### config.mk
export PLATFORM = sky130hd
export DESIGN_NAME = rr_encode_arbiter
export DESIGN_NICKNAME = d
export VERILOG_FILES = /design/src/rtl/rr_encode_arbiter.sv
export SDC_FILE = /design/constraint.sdc
export NUM_CORES = 1
export LEC_CHECK = 0
export ABC_AREA = 1
export CELL_PAD_IN_SITES_DETAIL_PLACEMENT = 0
export CELL_PAD_IN_SITES_GLOBAL_PLACEMENT = 1
export CORE_MARGIN = 2
export CORE_UTILIZATION = 35
export CTS_BUF_LIST = sky130_fd_sc_hd__clkbuf_4 sky130_fd_sc_hd__clkbuf_8
export DETAILED_ROUTE_END_ITERATION = 6
export DONT_BUFFER_PORTS = 1
export GPL_ROUTABILITY_DRIVEN = 1
export PLACE_DENSITY_LB_ADDON = 0.3
export SKIP_CTS_REPAIR_TIMING = 1
export SLEW_MARGIN = 20
export SYNTH_ARGS = -nofsm -noshare
export SYNTH_HDL_FRONTEND = slang
export SYNTH_SLANG_ARGS = --single-unit
### constraint.sdc
create_clock -name clk -period 3.35 [get_ports clk]
set_input_delay 0.1675 -clock clk [delete_from_list [all_inputs] [get_ports clk]]
set_output_delay 0.1675 -clock clk [all_outputs]
set_load 0.05 [all_outputs]
### src/rtl/rr_encode_arbiter.sv
// Round-robin arbiter for 8 requesters with registered one-hot and encoded grant.
// An owner keeps the grant while requesting, up to MAX_HOLD cycles (0 = no limit).
module rr_encode_arbiter #(
    parameter int MAX_HOLD = 16
) (
    input  logic       clk,
    input  logic       reset,
    input  logic       enable,
    input  logic [7:0] req,
    output logic [7:0] grant,
    output logic [2:0] grant_idx,
    output logic       grant_valid,
    output logic       timeout
);

    localparam logic [7:0] HOLD = MAX_HOLD[7:0];

    typedef enum logic {IDLE, GRANT} state_t;

    state_t     state, state_n;
    logic [2:0] ptr, ptr_n, idx_n, own, nxt;
    logic [7:0] cnt, cnt_n, grant_n;
    logic       to_n;
    logic [3:0] sel_req, sel_rel, sel_to;

    // {found, index} of the first set bit scanning upward from p, wrapping
    function automatic logic [3:0] pick(input logic [7:0] v, input logic [2:0] p);
        logic [3:0] r;
        logic [2:0] j;
        r = '0;
        for (int k = 7; k >= 0; k--) begin
            j = p + 3'(k);
            if (v[j]) r = {1'b1, j};
        end
        return r;
    endfunction

    assign own     = grant_idx;
    assign nxt     = own + 3'd1;
    assign sel_req = pick(req, ptr);
    assign sel_rel = pick(req, nxt);
    assign sel_to  = pick(req & ~grant, nxt);

    always_comb begin
        state_n = state;
        ptr_n   = ptr;
        cnt_n   = cnt;
        grant_n = grant;
        idx_n   = grant_idx;
        to_n    = 1'b0;
        case (state)
            IDLE: begin
                if (enable && sel_req[3]) begin
                    state_n = GRANT;
                    grant_n = 8'd1 << sel_req[2:0];
                    idx_n   = sel_req[2:0];
                    cnt_n   = 8'd1;
                end
            end
            GRANT: begin
                if (!enable) begin
                    state_n = IDLE;
                    grant_n = '0;
                    idx_n   = '0;
                    cnt_n   = '0;
                    ptr_n   = nxt;
                end else if (!req[own]) begin
                    ptr_n = nxt;
                    if (sel_rel[3]) begin
                        grant_n = 8'd1 << sel_rel[2:0];
                        idx_n   = sel_rel[2:0];
                        cnt_n   = 8'd1;
                    end else begin
                        state_n = IDLE;
                        grant_n = '0;
                        idx_n   = '0;
                        cnt_n   = '0;
                    end
                end else if (HOLD != 8'd0 && cnt == HOLD) begin
                    // forced release; the owner is re-granted if nobody else waits
                    to_n  = 1'b1;
                    ptr_n = nxt;
                    cnt_n = 8'd1;
                    if (sel_to[3]) begin
                        grant_n = 8'd1 << sel_to[2:0];
                        idx_n   = sel_to[2:0];
                    end
                end else if (cnt != 8'hFF) begin
                    cnt_n = cnt + 8'd1;
                end
            end
            default: begin
                state_n = IDLE;
                grant_n = '0;
                idx_n   = '0;
            end
        endcase
    end

    always_ff @(posedge clk) begin
        if (reset) begin
            state     <= IDLE;
            ptr       <= '0;
            cnt       <= '0;
            grant     <= '0;
            grant_idx <= '0;
            timeout   <= 1'b0;
        end else begin
            state     <= state_n;
            ptr       <= ptr_n;
            cnt       <= cnt_n;
            grant     <= grant_n;
            grant_idx <= idx_n;
            timeout   <= to_n;
        end
    end

    assign grant_valid = |grant;

endmodule
After elaboration in Yosys (flattened, before gate mapping)
Cells that the tools add are included.
- register bits after elaboration: 24
- memories: 0
- bits of input ports: 11
- bits in read-only memories: 0
- logic and storage cells: 164
- bits in latches: 0
- output and inout bits: 13
- bits in writable memories: 0
- reductions and logical operators: 6
- shift-type cells: 3
- $lt $le $gt $ge: 17
- div/mod/pow operators: 0
- multiplexer cells: 104
- add/subtract/negate cells: 16
- bitwise operators: 5
- eq/ne operators: 7
- multiply operators: 0
- operators by type and width (kind ; count):
    2-to-1 mux 4 bit ; 24
    2-to-1 mux 8 bit ; 11
    binary-select mux 1 bit (select 3 bit) ; 25
    less-than comparator 3 x 4 -> 1 bit (second input constant) ; 17
    case mux 8 bit (2 select lines) ; 2
    2-to-1 mux 1 bit ; 31
    2-to-1 mux 3 bit ; 9
    adder 3 bit (second input constant) ; 8
    left shift 1 x 3 -> 8 bit (first input constant) ; 3
    adder 3 x 2 -> 3 bit (second input constant) ; 4
    adder 3 x 1 -> 3 bit (second input constant) ; 3
    adder 8 x 1 -> 8 bit (second input constant) ; 1
    AND 8 bit ; 1
    == test 8 x 5 -> 1 bit (second input constant) ; 1
    inequality test 8 bit (second input constant) ; 1
    NOT 8 bit ; 1
    OR reduction 8 bit ; 1
    case mux 3 bit (2 select lines) ; 1
    inequality test 5 x 3 -> 1 bit (second input constant) ; 1
    inequality test 4 x 3 -> 1 bit (second input constant) ; 1
    inequality test 4 bit (second input constant) ; 1
    AND reduction 2 bit ; 2
    OR reduction 4 bit ; 1
    inequality test 3 x 2 -> 1 bit (second input constant) ; 1
    other kinds (5) ; 7

Logic depth before layout (Yosys ltp)
Gate-level depths: netlist of the first run.
- word-level depth: 18
- gate-level depth with buffers: 25

Worst setup path after synthesis of the first run
OpenSTA, ideal clock, no wires.
- kind: register to register
- start: register grant_idx[0]
- end: register cnt[5]
- required time: 3.226 ns
- path buffers: 5
- stages on the path, launching flop included: 22
- slack: 0.183 ns
- arrival time: 3.043 ns
- setup time: 0.124 ns
- path through: dfxtp_1 inv_2 buf_6 buf_6 ha_1 buf_6 clkinv_2 nand2_1 nand2_2 buf_6 nand3_1 nand3_1 nand2_1 nor2_2 nand3_2 o21ai_4 nand2_4 o21ai_4 buf_8 nor2_2 a31oi_1 nor3_2
- cells in the longest elaborated chain, start to end: 5
- elaborated cells on any way between the ends: 7
- classes of those cells: eq/ne (1); mux (5); reduce/logical (1)
- RTL lines (item ; line ; RTL):
    from (decl) ; 11 ; output logic [2:0] grant_idx,
    from (signal assigned) ; 113 ; grant_idx <= idx_n;
    binary-select mux 1 bit (select 3 bit) * ; 67 ; end else if (!req[own]) begin
    2-to-1 mux 1 bit (implied by the code) * ; 67 ;
    2-to-1 mux 8 bit ; 67 ;
    2-to-1 mux 8 bit ; 61 ; if (!enable) begin
    case mux 8 bit (2 select lines) ; 51 ; case (state)
    to (signal assigned) ; 111 ; cnt <= cnt_n;
    to (decl) ; 22 ; logic [7:0] cnt, cnt_n, grant_n;
Mark *: on every way between the ends. The rest lies on a longest branch, timed or not. The select of a mux whose other input is x is not followed.
A chain may end at the register's enable or synchronous reset.

Final worst setup path of the first run
- start: register grant_idx[0]
- end: register grant[6]
- cells in the longest elaborated chain, start to end: 18
- elaborated cells on any way between the ends: 69
- classes of those cells: add/sub (8); eq/ne (2); shift (2); mux (56); reduce/logical (1)
- RTL lines (item ; line ; RTL):
    adder 3 x 1 -> 3 bit ; 39 ; assign nxt = own + 3'd1;
    adder 3 bit ; 32 ; j = p + 3'(k);
    binary-select mux 1 bit (select 3 bit) ; 33 ; if (v[j]) r = {1'b1, j};
    2-to-1 mux 1 bit (implied by the code) ; 33 ;
    2-to-1 mux 4 bit (8 in a row) ; 33 ;
    left shift 1 x 3 -> 8 bit ; 85 ; grant_n = 8'd1 << sel_to[2:0];
    2-to-1 mux 8 bit ; 84 ; if (sel_to[3]) begin
    2-to-1 mux 8 bit ; 79 ; end else if (HOLD != 8'd0 && cnt == HOLD) begin
    2-to-1 mux 8 bit ; 67 ;
    2-to-1 mux 8 bit ; 61 ;
    case mux 8 bit (2 select lines) ; 51 ;
    to (signal assigned) ; 112 ; grant <= grant_n;
    to (decl) ; 10 ; output logic [7:0] grant,
Several ways; a longest one is shown, not always the timed one. The select of a mux whose other input is x is not followed.

==> summary by stage, run 1 <==
GRT
The number of global-route vias before repair came to between 3000 and 4000. The initial antenna violation count came to 0. The total overflow left after global routing is 0. For this run, the total global-route usage over all layers was measured as around 21%. The first global-routing pass estimated about 18000 um of wire. Entering global routing, the biggest net connects 27 pins.

STA
For the final routed database, the setup TNS stands at 0 ns. The shortest clock period the worst path allows after layout is ~3.0 ns. The final cycle utilization of the critical path is 88.2%. The highest clock frequency the design can meet is 338 MHz.

At the pin with the least slew margin, the transition time is about 0.71 ns. Measured against its own limit, the worst slew margin works out to between 50% and 60%. Setup violations remaining at the end of the flow were counted as 0.

The count of final hold-check violations is 0. Setup repair after global routing left no endpoint under its margin. The max-slew violation count was 0. The setup clock skew after layout is a little under 0.003 ns.

Pwr
The sequential group share of total power is between 10% and 20%. The clock network power share is roughly 8.6%. For this design the ratio of total power to cell area is between 800 and 900 nW/um2. The analysis attributes to cell leakage a power of between 1.5 and 2 nW. Internal power comes to 1.17 mW. The total net switching power is ~1.8 mW. The switching power as a share of total power is between 60% and 70%.

The worst-case IR drop observed on VDD is 0.000300 V. The proportion of power drawn by combinational gates is between 70% and 80%.

Yosys
The number of warning messages in the yosys log is 0. For this run, the leading register cell type out of synthesis is dfxtp_1. The number of synthesized flops with an enable pin is 0. The cell count after synthesis is roughly 610. By area the synthesized netlist is led by nand2_1, nand3_1, dfxtp_1. The number of distinct library cells after synthesis is 39. The cell with the most instances after synthesis is nand2_1. The synthesized area per cell is approximately 5.5 um2. The synthesized design contains 24 register bits. The sequential cell area fraction in the yosys report is 14.4%.

The cell type contributing the most total cell area after synthesis is nand2_1. The fraction of registers with async set/reset is 0%. The number of nets in the synthesized netlist is roughly 620. The area share of the largest cell type after synthesis is a little over a fifth. The cell area after synthesis is 3350 um2. By count the netlist is led by nand2_1, nand3_1, inv_1, a21oi_1, o21ai_0.

Routing
The final wirelength is between 10000 and 15000 um. The detail route stage leaves a number of antenna-violating nets equal to 0. Detailed routing inserted a total of about 3800 vias. The number of search-and-repair iterations in the first detailed-routing pass is 5.

In the final routed layout, each cell accounts on average for roughly 15 um. The average vias per placed instance is between 5 and 6. The number of remaining DRC errors is 0. The iteration-0 DRC count of the detailed router is 288.

Placement
Routability-driven placement finished with a final weighted congestion of about 1. Port buffering added 0 buffers. The half-perimeter wire length of the detailed placement result is 8830 um.

In this run, placement finished with an instance count of ~730. Once placement finished, the instance area stood at between 3000 and 4000 um2.

Final layout
The layout has roughly 1000 filler cells. The repair_antennas step left the layout with diodes totalling 0. Of the cells placed in the final design, the portion with a size suffix greater than 1 is 12.5%. The finished layout cell area is about 3600 um2. The final layout contains 626 nets. After the flow finishes, the layout carries non-filler instances totaling ~740.

The layout-stage area growth over the synthesis result is 6.24%.

Critical path
The critical path startpoint category is a register. Of all nets on the critical path, the largest fanout is 26. The setup path with the least slack is of type register to register. The signal arrival time at the worst endpoint is around 3.1 ns.

The kind of capture point of the worst setup path is a register. At the worst endpoint, the required time is between 3 and 4 ns.

CTS
The clock transition at the registers of the reported paths is 0.09 ns. Clock tree synthesis selected as its root buffer the cell clkbuf_8. The clock insertion delay at the later pin of the skew report is ~0.27 ns. The deepest level of the CTS H-tree is 1. Buffers inserted during clock tree synthesis total 3.

The number of buffers on the longest clock path is 2. The CTS tree is yes. The clock net in this run drives a total of 24 sinks.

Run
Across the run, the number of max-cap violations was 0.

Die
The floorplan step defined a core boundary enclosing between 9000 and 10000 um2. For this configuration, the core starts out at a cell density of between 30% and 40%. The floorplan step defined a die boundary enclosing ~10000 um2. 24 I/O pins were placed. Row generation in the floorplan step produced 35 rows. The chip height is approximately 100 um. The horizontal extent of the die is 102 um.

Hold path
In this run the worst hold path is classified as primary input to register.

Run status
The flow ran to the end, and the final reports show no timing, DRC or antenna violations.
## layer usage
layer | track usage [%] | vias up | routed length, um
met5 | 0 | - | 0
met4 | 4.47 | 0 | 127
met3 | 1.86 | 10 | 572
met2 | 35.0 | 96 | 4890
met1 | 30.8 | 1739 | 5290
li1 | - | 1983 | -
## metrics by stage
stage	util (%)	worst slack [ns]	power (mW)	hold WS [ns]
6_report	38.5	0.395	3.00	0.0670
5_1_grt	38.5	0.0100	3.33	0.0632
4_1_cts	38.4	0.393	2.98	-0.0478
3_5_place_dp	37.6	0.409	2.72	0.244
3_3_place_gp	37.6	0.471	2.71	0.245
2_1_floorplan	-	0.183	2.23	0.240
## cell families after synthesis
family	share of synthesized area, %
and+or+nand+nor	54.5
buffers and inverters	12.6
AOI/OAI and AO/OA	15.3
DFF	14.4
adders and majority gates	2.24
xor gates and xnor gates	1.05
## power groups by stage
stage,logic [mW],clock network (mW),registers [mW]
after floorplan,1.79,0,0.448
after global placement,2.32,0,0.394
after detailed placement,2.32,0,0.394
after CTS,2.33,0.262,0.388
after global routing,2.66,0.277,0.393
final,2.35,0.259,0.387
## layout by cell type (no fill, tap or decap), types with 2 or more instances in the layout
cell type / n
nand2_1: 196
nand3_1: 102
inv_1: 70
a21oi_1: 41
o21ai_0: 33
nand2_2: 28
nor2_1: 28
dfxtp_1: 24
buf_4: 12
inv_2: 7
nor3_1: 7
nand3_2: 7
ha_1: 6
nand4_1: 5
a31oi_1: 4
nor4_1: 3
nor2_2: 3
o21ai_4: 3
a211oi_1: 3
clkbuf_8: 3
o211ai_1: 2
nand2_4: 2
nor3b_2: 2
xnor2_1: 2
xor2_1: 2
## flip-flops by register name, indices dropped and copies added (netlist names)
name       count
grant          8
timeout        1
cnt            8
state          1
grant_idx      3
ptr            3
## worst max-delay path, cell delays in order, from the launching register on
cell and delay, ns:
dfxtp_1 0.35, buf_4 0.37, ha_1 0.25, inv_1 0.07
nand2_2 0.09, nand2_2 0.12, nand2_1 0.10, nand2_2 0.09
nand2_1 0.11, nand2_2 0.09, inv_2 0.07, nand4_2 0.11
o21ai_4 0.23, nand2_4 0.09, nand3_2 0.23, inv_1 0.21
o21ai_0 0.20, a21oi_1 0.06
## path summary, 6_finish.rpt
| path | start | end | slack [ns] | depth (start not counted) |
|---|---|---|---|---|
| setup reg to reg | grant_idx[0] | grant[6] | 0.39 | 17 |
| hold reg to reg | cnt[1] | cnt[1] | 0.52 | 2 |
| setup / recovery | grant_idx[0] | grant[6] | 0.39 | 17 |
| hold / removal | reset | grant_idx[2] | 0.07 | 3 |
## final cells by class
cell class                      count  area, um2  share of cell area [%]
Clock inverter                      1       30.0                   0.844
Timing Repair Buffer               13        100                    2.81
Multi-Input combinational cell    488       2440                    68.8
Inverter                           79        298                    8.37
Tap cell                          129        161                    4.54
Sequential cell                    24        480                    13.5
Clock buffer                        3       41.3                    1.16
Power figures use the tool's default switching activity.
==> inputs of run 2 (changes only) <==
--- a/config.mk
+++ b/config.mk
@@ -15,6 +15,7 @@
 export DONT_BUFFER_PORTS = 1
 export GPL_ROUTABILITY_DRIVEN = 1
 export PLACE_DENSITY_LB_ADDON = 0.3
+export RECOVER_POWER = 100
 export SKIP_CTS_REPAIR_TIMING = 1
 export SLEW_MARGIN = 20
 export SYNTH_ARGS = -nofsm -noshare
==> run 2 against run 1 <==
Critical path depth is the same. Clock skew rose by 0.00070 ns. Routed wire length is 0.33% lower. Utilization decreased by 0.61 points. Clock power barely moved. Die area unchanged. Highest routed layer unchanged. Sequential share of layout area is 0.22 points higher. Worst setup slack worse by 0.0017 ns. Count of clock-buffer cells in the layout unchanged. Critical endpoint is now grant[4]. Power fell by 0.57%.
==> summary by stage, run 2 (synthesis gave the netlist of run 1 again) <==
STA
After layout, the worst path uses roughly nine tenths of the clock period. Headroom to the max-slew limit came out at 44.5%. The count of final hold-check violations is 0. The max-slew violation count is 0.

Setup violations remaining at the end of the flow were counted as 0. Setup repair after global routing left no endpoint under its margin. The setup TNS is 0 ns. The final hold slack is between 0.06 and 0.07 ns.

The shortest clock period the worst path allows after layout is 2.96 ns. The highest clock frequency the design can meet is 338 MHz. At the pin with the least slew margin, the transition time is about 0.83 ns. On the final layout, the worst clock skew is ~0.0037 ns.

Critical path
The reg-to-reg setup timing slack is ~0.39 ns. Walking the worst path, the cells encountered are buf_4 > ha_1 > inv_1 > nand2_2 > nand2_2 > nand2_1 > nand2_2 > nand2_1 > nand2_2 > inv_2 > nand4_2 > o21ai_4 > nand2_4 > nand3_2 > inv_1 > o21ai_0 > a21oi_1. The worst setup path is captured at a register. Counting stages on the worst path, the most repeated cell is nand2_2. The worst setup path is launched from a register. The worst setup path is of the register to register kind. STA puts the critical path data required time at between 3 and 4 ns. The slowest library cell on the worst path is buf_4. The signal arrival time at the worst endpoint is roughly 3.1 ns.

The maximum single-stage delay on the critical path is approximately 0.37 ns. Along the worst path, the maximum fanout reaches 26.

GRT
The wire length of the first global-routing pass is approximately 18000 um. In this run the most used layer during global routing was met2. The maximum number of pins on one net before global-route repair is 27. The initial antenna violation count was 0. The met3 track utilization from global routing is roughly 1.9%. Global routing consumed, on the met1 layer, 30.8% of the routing resources. Summed over all layers, the global routing overflow is 0.

Global routing used between 20% and 30% of the available tracks. The met2 global-route usage is a little over a third. The number of global-route vias before repair is between 3000 and 4000.

Routing
The number of search-and-repair iterations in the first detailed-routing pass is 5. The via total after detailed routing is around 3800. The post-detailed-route count of antenna-violating nets is 0.

The detailed-route wire length per cell is between 10 and 15 um. The average vias per placed instance is 5.16. In the routed design, unresolved DRC markers number 0.

After the first detailed-routing iteration, the DRC count stood at around 260. The final wirelength is between 10000 and 15000 um.

Pwr
The static leakage is around 1.7 nW. The worst IR drop on VDD is 0.000291 V. Dividing total power by cell area gives a power density of around 850 nW/um2.

Die
The horizontal extent of the die is 102 um. The total core area is 9240 um2. The die area is ~10000 um2. The floorplan has 35 rows.

During I/O placement, the number of pins put on the boundary was 24. The starting density of the core is 36.2%. The chip height is 102 um.

Hold path
The min-delay analysis places its worst path in the category primary input to register.

Final layout
Compared with the post-synthesis result, the final layout area differs by 4.56%. Of the cells placed in the final design, the portion with a size suffix greater than 1 is 11.0%. The library cells used most frequently in the layout, excluding fill and tap cells, are nand2_1, nand3_1, inv_1. The net count of the finished layout is about 630. The total inserted antenna cells is 0. The commonest non-fill, non-tap cell in the layout is nand2_1. The largest registers in the layout are cnt: 8 flops, grant: 8 flops. Fill cells in the final layout number roughly 1100.

CTS
Clock-pin slew was measured on the worst setup and hold paths at 0.09 ns. Clock latency on the worst-skew pair, taken at its later pin, is around 0.27 ns. TritonCTS built the clock tree. The tree is rooted in a clkbuf_8.

CTS built an H-tree with a depth of 1. The number of buffers on the longest clock path is 2. The number of clock buffers added by TritonCTS is 3. The clock drives 24 sinks.

Placement
The count of buffers from port buffering is 0. The final weighted congestion of routability-driven global placement is roughly 1.0. Once detailed placement completed, the half-perimeter wirelength came to just under 9000 um.

Run status
The flow ran to the end, and the final reports show no timing, DRC or antenna violations.

Run
Max-cap violations in this run came to 0.
[run 2: cell count changes in the layout (fill, tap and decap cells not counted), sizes merged]
cell | previous run | this run
clkbuf | 3 | 8
buf | 12 | 7
[run 2: path summary, 6_finish.rpt]
path | start | end | depth (start not counted)
min reg2reg | cnt[1] | cnt[1] | 2
max reg2reg | grant_idx[0] | grant[4] | 17
min | reset | grant_idx[2] | 3
max | grant_idx[0] | grant[4] | 17
[run 2: stage by stage]
step                      area, um2  cells  util, %  power [mW]  worst slack [ns]
after global routing           3500    737     37.9        3.31            0.0161
after global placement         3470    732     37.6        2.71             0.471
after CTS                      3550    736     38.4        2.98             0.393
final                          3500    737     37.9        2.98             0.393
after detailed placement       3470    732     37.6        2.72             0.409
after floorplan                3350    606        -        2.23             0.183
[run 2: area by class of cell]
class / instances / area, um2 / share of cell area (%)
well taps: 129 / 161 / 4.61
inverters: 79 / 298 / 8.51
multi-input cells: 488 / 2410 / 68.8
flip-flops and latches: 24 / 480 / 13.7
repair buffers: 13 / 81.3 / 2.32
clock inverters: 1 / 30.0 / 0.858
clock buffers: 3 / 41.3 / 1.18
[run 2: power breakdown]
group	internal [mW]	switching [mW]
Clock	0.160	0.0986
Sequential	0.319	0.0673
Combinational	0.679	1.66
[run 2: per-layer routing]
metal  wire length [um]  share of wire, %
met5                  0                 0
met4                129               1.2
met3                387               3.6
met2               4880                45
met1               5450                50
[run 2: critical path: cells and delay by family (launching register included)]
kind | cells | cell delay, ns
AND/OR/NAND/NOR | 9 | 1.02
buffers and inverters | 4 | 0.72
AO/OA/AOI/OAI | 3 | 0.50
flip-flops | 1 | 0.35
adder cells (fa/ha/maj) | 1 | 0.25
==> inputs of run 3 (changes only) <==
--- a/config.mk
+++ b/config.mk
@@ -5,7 +5,6 @@
 export SDC_FILE = /design/constraint.sdc
 export NUM_CORES = 1
 export LEC_CHECK = 0
-export ABC_AREA = 1
 export CELL_PAD_IN_SITES_DETAIL_PLACEMENT = 0
 export CELL_PAD_IN_SITES_GLOBAL_PLACEMENT = 1
 export CORE_MARGIN = 2
==> run 3 against run 2 <==
The flow now finishes with violations (DRC). Combinational power is 15% lower. Critical endpoint is now grant[5]. Final cell count down 13%. Count of clock-buffer cells in the layout did not move. Utilization is 2.5 points higher.
==> summary by stage, run 3 <==
Run status
The flow ran to the end, but the final reports show violations. The checks that failed: DRC.

Critical path
For this run, the slowest stage of the critical path takes 0.52 ns. The worst register-to-register path has a depth of 9. The worst setup path is launched from a register. Among all stages on the critical path, the largest delay is contributed by mux4_2. STA classifies the critical path endpoint as a register. Data arrives at the worst endpoint at 3.37 ns.

The worst setup path is of the register to register kind. The peak fanout along the critical path is 10. At the worst endpoint, the required time is around 3.5 ns. Walking the worst path, the cells encountered are inv_6 > ha_4 > mux2_2 > mux4_2 > and2_1 > a311oi_2 > o311ai_2 > or4_1 > a311oi_1.

Routing
For this run, design rule violations remaining after detail routing come to 1. For this block, the via count after detailed routing is 4089. The routed design uses around 1100 um of met3 wire. The detailed-route wire length per cell is roughly 21 um. Summed over all layers, the routed wires come to around 13000 um. The average vias per placed instance is about 6.4. The routed design uses ~6000 um of met2 wire. Once detail routing completed, the nets flagged for antenna violations numbered 0. Routed signal wires occupy layers up through met4. The routed metal-1 wire length is between 5000 and 6000 um. The number of search-and-repair iterations in the first detailed-routing pass is 7. The iteration-0 DRC count of the detailed router is 190.

CTS
CTS built an H-tree with a depth of 1. The number of buffers on the longest clock path is 2. The later pin in the worst-skew pair is clocked with a latency of around 0.28 ns. The root buffer cell is clkbuf_8. In this run, CTS created clock tree buffers numbering 3. TritonCTS built the clock tree.

The clock transition at the registers of the reported paths is ~0.090 ns. The tree built by TritonCTS fans out to 24 sinks.

STA
Setup total negative slack on the finished layout was measured at 0 ns. Counting I/O delays and the setup requirement, the final critical path takes about 3.2 ns. The clock arrives with just over 0.004 ns of skew. Setup repair after global routing left no endpoint under its margin. The highest clock frequency the design can meet is roughly 310 MHz. Hold is met by around 0.021 ns. The final worst setup slack is approximately 0.17 ns.

Headroom to the max-slew limit came out at roughly two fifths. The max-slew violation count came to 0. The final-report setup violation count is 0. The count of final hold-check violations is 0. At the pin with the least slew margin, the transition time is between 0.8 and 0.9 ns. The final cycle utilization of the critical path is 94.8%.

Placement
Once placement finished, the instance area stood at ~4600 um2. At the end of routability-driven placement, the weighted congestion stood at around 0.9. The number of cells after detailed placement is 631. Buffers placed on the I/O ports in this run total 0. Prior to clock tree synthesis, the placed netlist has a worst setup slack of 0.147 ns. Detailed placement finished with a half-perimeter wire length of around 9500 um.

Final layout
In the final layout, the registers with the most flip-flops are cnt: 8 flops, grant: 8 flops. Leaving out fill and tap cells, the most frequent cell in the layout is nor2_1. For this run, the post-layout net count is ~510. The layout-stage area growth over the synthesis result is 12.2%. In the final layout, the share of cells above drive strength 1 is between 20% and 30%. Excluding fillers, the count of instances in the completed layout stands at roughly 640. In the layout the commonest cells are nor2_1, mux2i_1, buf_4.

0 antenna diodes ended up in the layout. The finished layout cell area is 4650 um2.

Yosys
The largest total area in the synthesized netlist belongs to mux4_2. Synthesis inferred 24 register bits. The sequential cell area fraction in the yosys report is between 10% and 20%. The number of nets in the synthesized netlist is 494. Counting instances in the post-synthesis netlist gives the leading cell types as nor2_1, mux2i_1, mux4_2, nand2_1, dfxtp_1.

The synthesized design devotes to its leading area cell type ~20% of total area. By area the synthesized netlist is led by mux4_2, dfxtp_1, mux2i_1. The synthesized area per cell is 8.70 um2. The fraction of registers with async set/reset is 0%. The most frequently used flop master after synthesis is dfxtp_1. The cell with the most instances after synthesis is nor2_1. Counting every instance in the synthesized netlist gives 477.

For this run, the number of Yosys warnings is 0. The number of distinct library cells after synthesis is a little under 80. The number of synthesized flops with an enable pin is 0. The cell area after synthesis is 4150 um2.

Run
Max-cap violations in this run came to 0.

GRT
Global routing used between 20% and 30% of the available tracks across all layers. The initial antenna violation count is 0. The number of global-route vias before repair is between 3000 and 4000. Entering global routing, the biggest net connects 36 pins. The first global-routing pass estimated about 21000 um of wire. After global routing the overflow that remains totals 0.

Hold path
Counting instances, the worst hold path has a depth of 2. The tightest min-delay check is of the primary input to register type.

Die
The floorplan step defined a core boundary enclosing 11500 um2. The chip height is about 110 um. The die area is 12700 um2. The initialized floorplan defines 39 standard-cell rows.

Once the floorplan was initialized, standard cells occupied 36.0% of the core. The number of I/O pins is 24. Measured along the x axis, the die boundary spans 113 um.

Pwr
The worst IR drop on VDD is roughly 0.00038 V. The static leakage is ~1.6 nW. Dividing total power by cell area gives a power density of 555 nW/um2.
run 3: cell count changes in the layout (fill, tap and decap cells not counted), sizes merged, moves of 12 or more:
cell | previous run | this run
inv | 77 | 11
mux4 | 0 | 37
nor2b | 0 | 17
o21ai | 37 | 22
buf | 7 | 40
nand2 | 226 | 34
a21oi | 41 | 21
nor2 | 32 | 44
mux2i | 0 | 44
nand3 | 110 | 6
run 3: power by group:
group          total [mW]  leakage, nW  switching [mW]  internal (mW)
Clock               0.265       0.0357           0.105          0.160
Sequential          0.352        0.198          0.0415          0.310
Combinational        1.97         1.41            1.10          0.862
run 3: cells by family after synthesis:
kind of cell	count (synthesis)	share of synthesized area (%)
compound gates	133	24.0
xor+xnor	15	4.22
fa+ha+maj	6	1.81
buf+inv	52	5.94
flops	24	11.6
mux	91	33.6
simple gates	156	18.9
run 3: layout make-up:
cell class / instances / area, um2
tap: 143 / 179
multi-input combinational: 401 / 3480
fill: 1185 / 6860
sequential: 24 / 488
timing repair buffer: 54 / 384
clock inverter: 1 / 30.0
inverter: 12 / 50.0
clock buffer: 3 / 41.3
run 3: path summary, 6_finish.rpt:
check               startpoint  endpoint  slack (ns)
hold reg to reg         cnt[1]    cnt[1]        0.52
setup reg to reg  grant_idx[0]  grant[5]        0.17
setup / recovery  grant_idx[0]  grant[5]        0.17
hold / removal          enable     state        0.02
run 3: per-layer routing:
metal / track usage [%] / vias up
li1: - / 1905
met1: 30.6 / 2008
met2: 31.2 / 166
met3: 3.11 / 10
met4: 4.23 / 0
met5: 0 / -
run 3: critical path, delay by kind of cell, from the launching register on:
kind | cells | cell delay [ns]
buffers and inverters | 1 | 0.04
flip-flops | 1 | 0.41
adder cells (fa/ha/maj) | 1 | 0.35
multiplexers | 2 | 0.91
AND/OR/NAND/NOR | 2 | 0.69
AO/OA/AOI/OAI | 3 | 0.70
run 3: through the flow:
stage	util (%)	power [mW]
6_report	40.4	2.58
5_1_grt	40.4	2.76
4_1_cts	40.2	2.53
3_5_place_dp	39.6	2.26
3_3_place_gp	39.6	2.26
2_1_floorplan	-	1.75
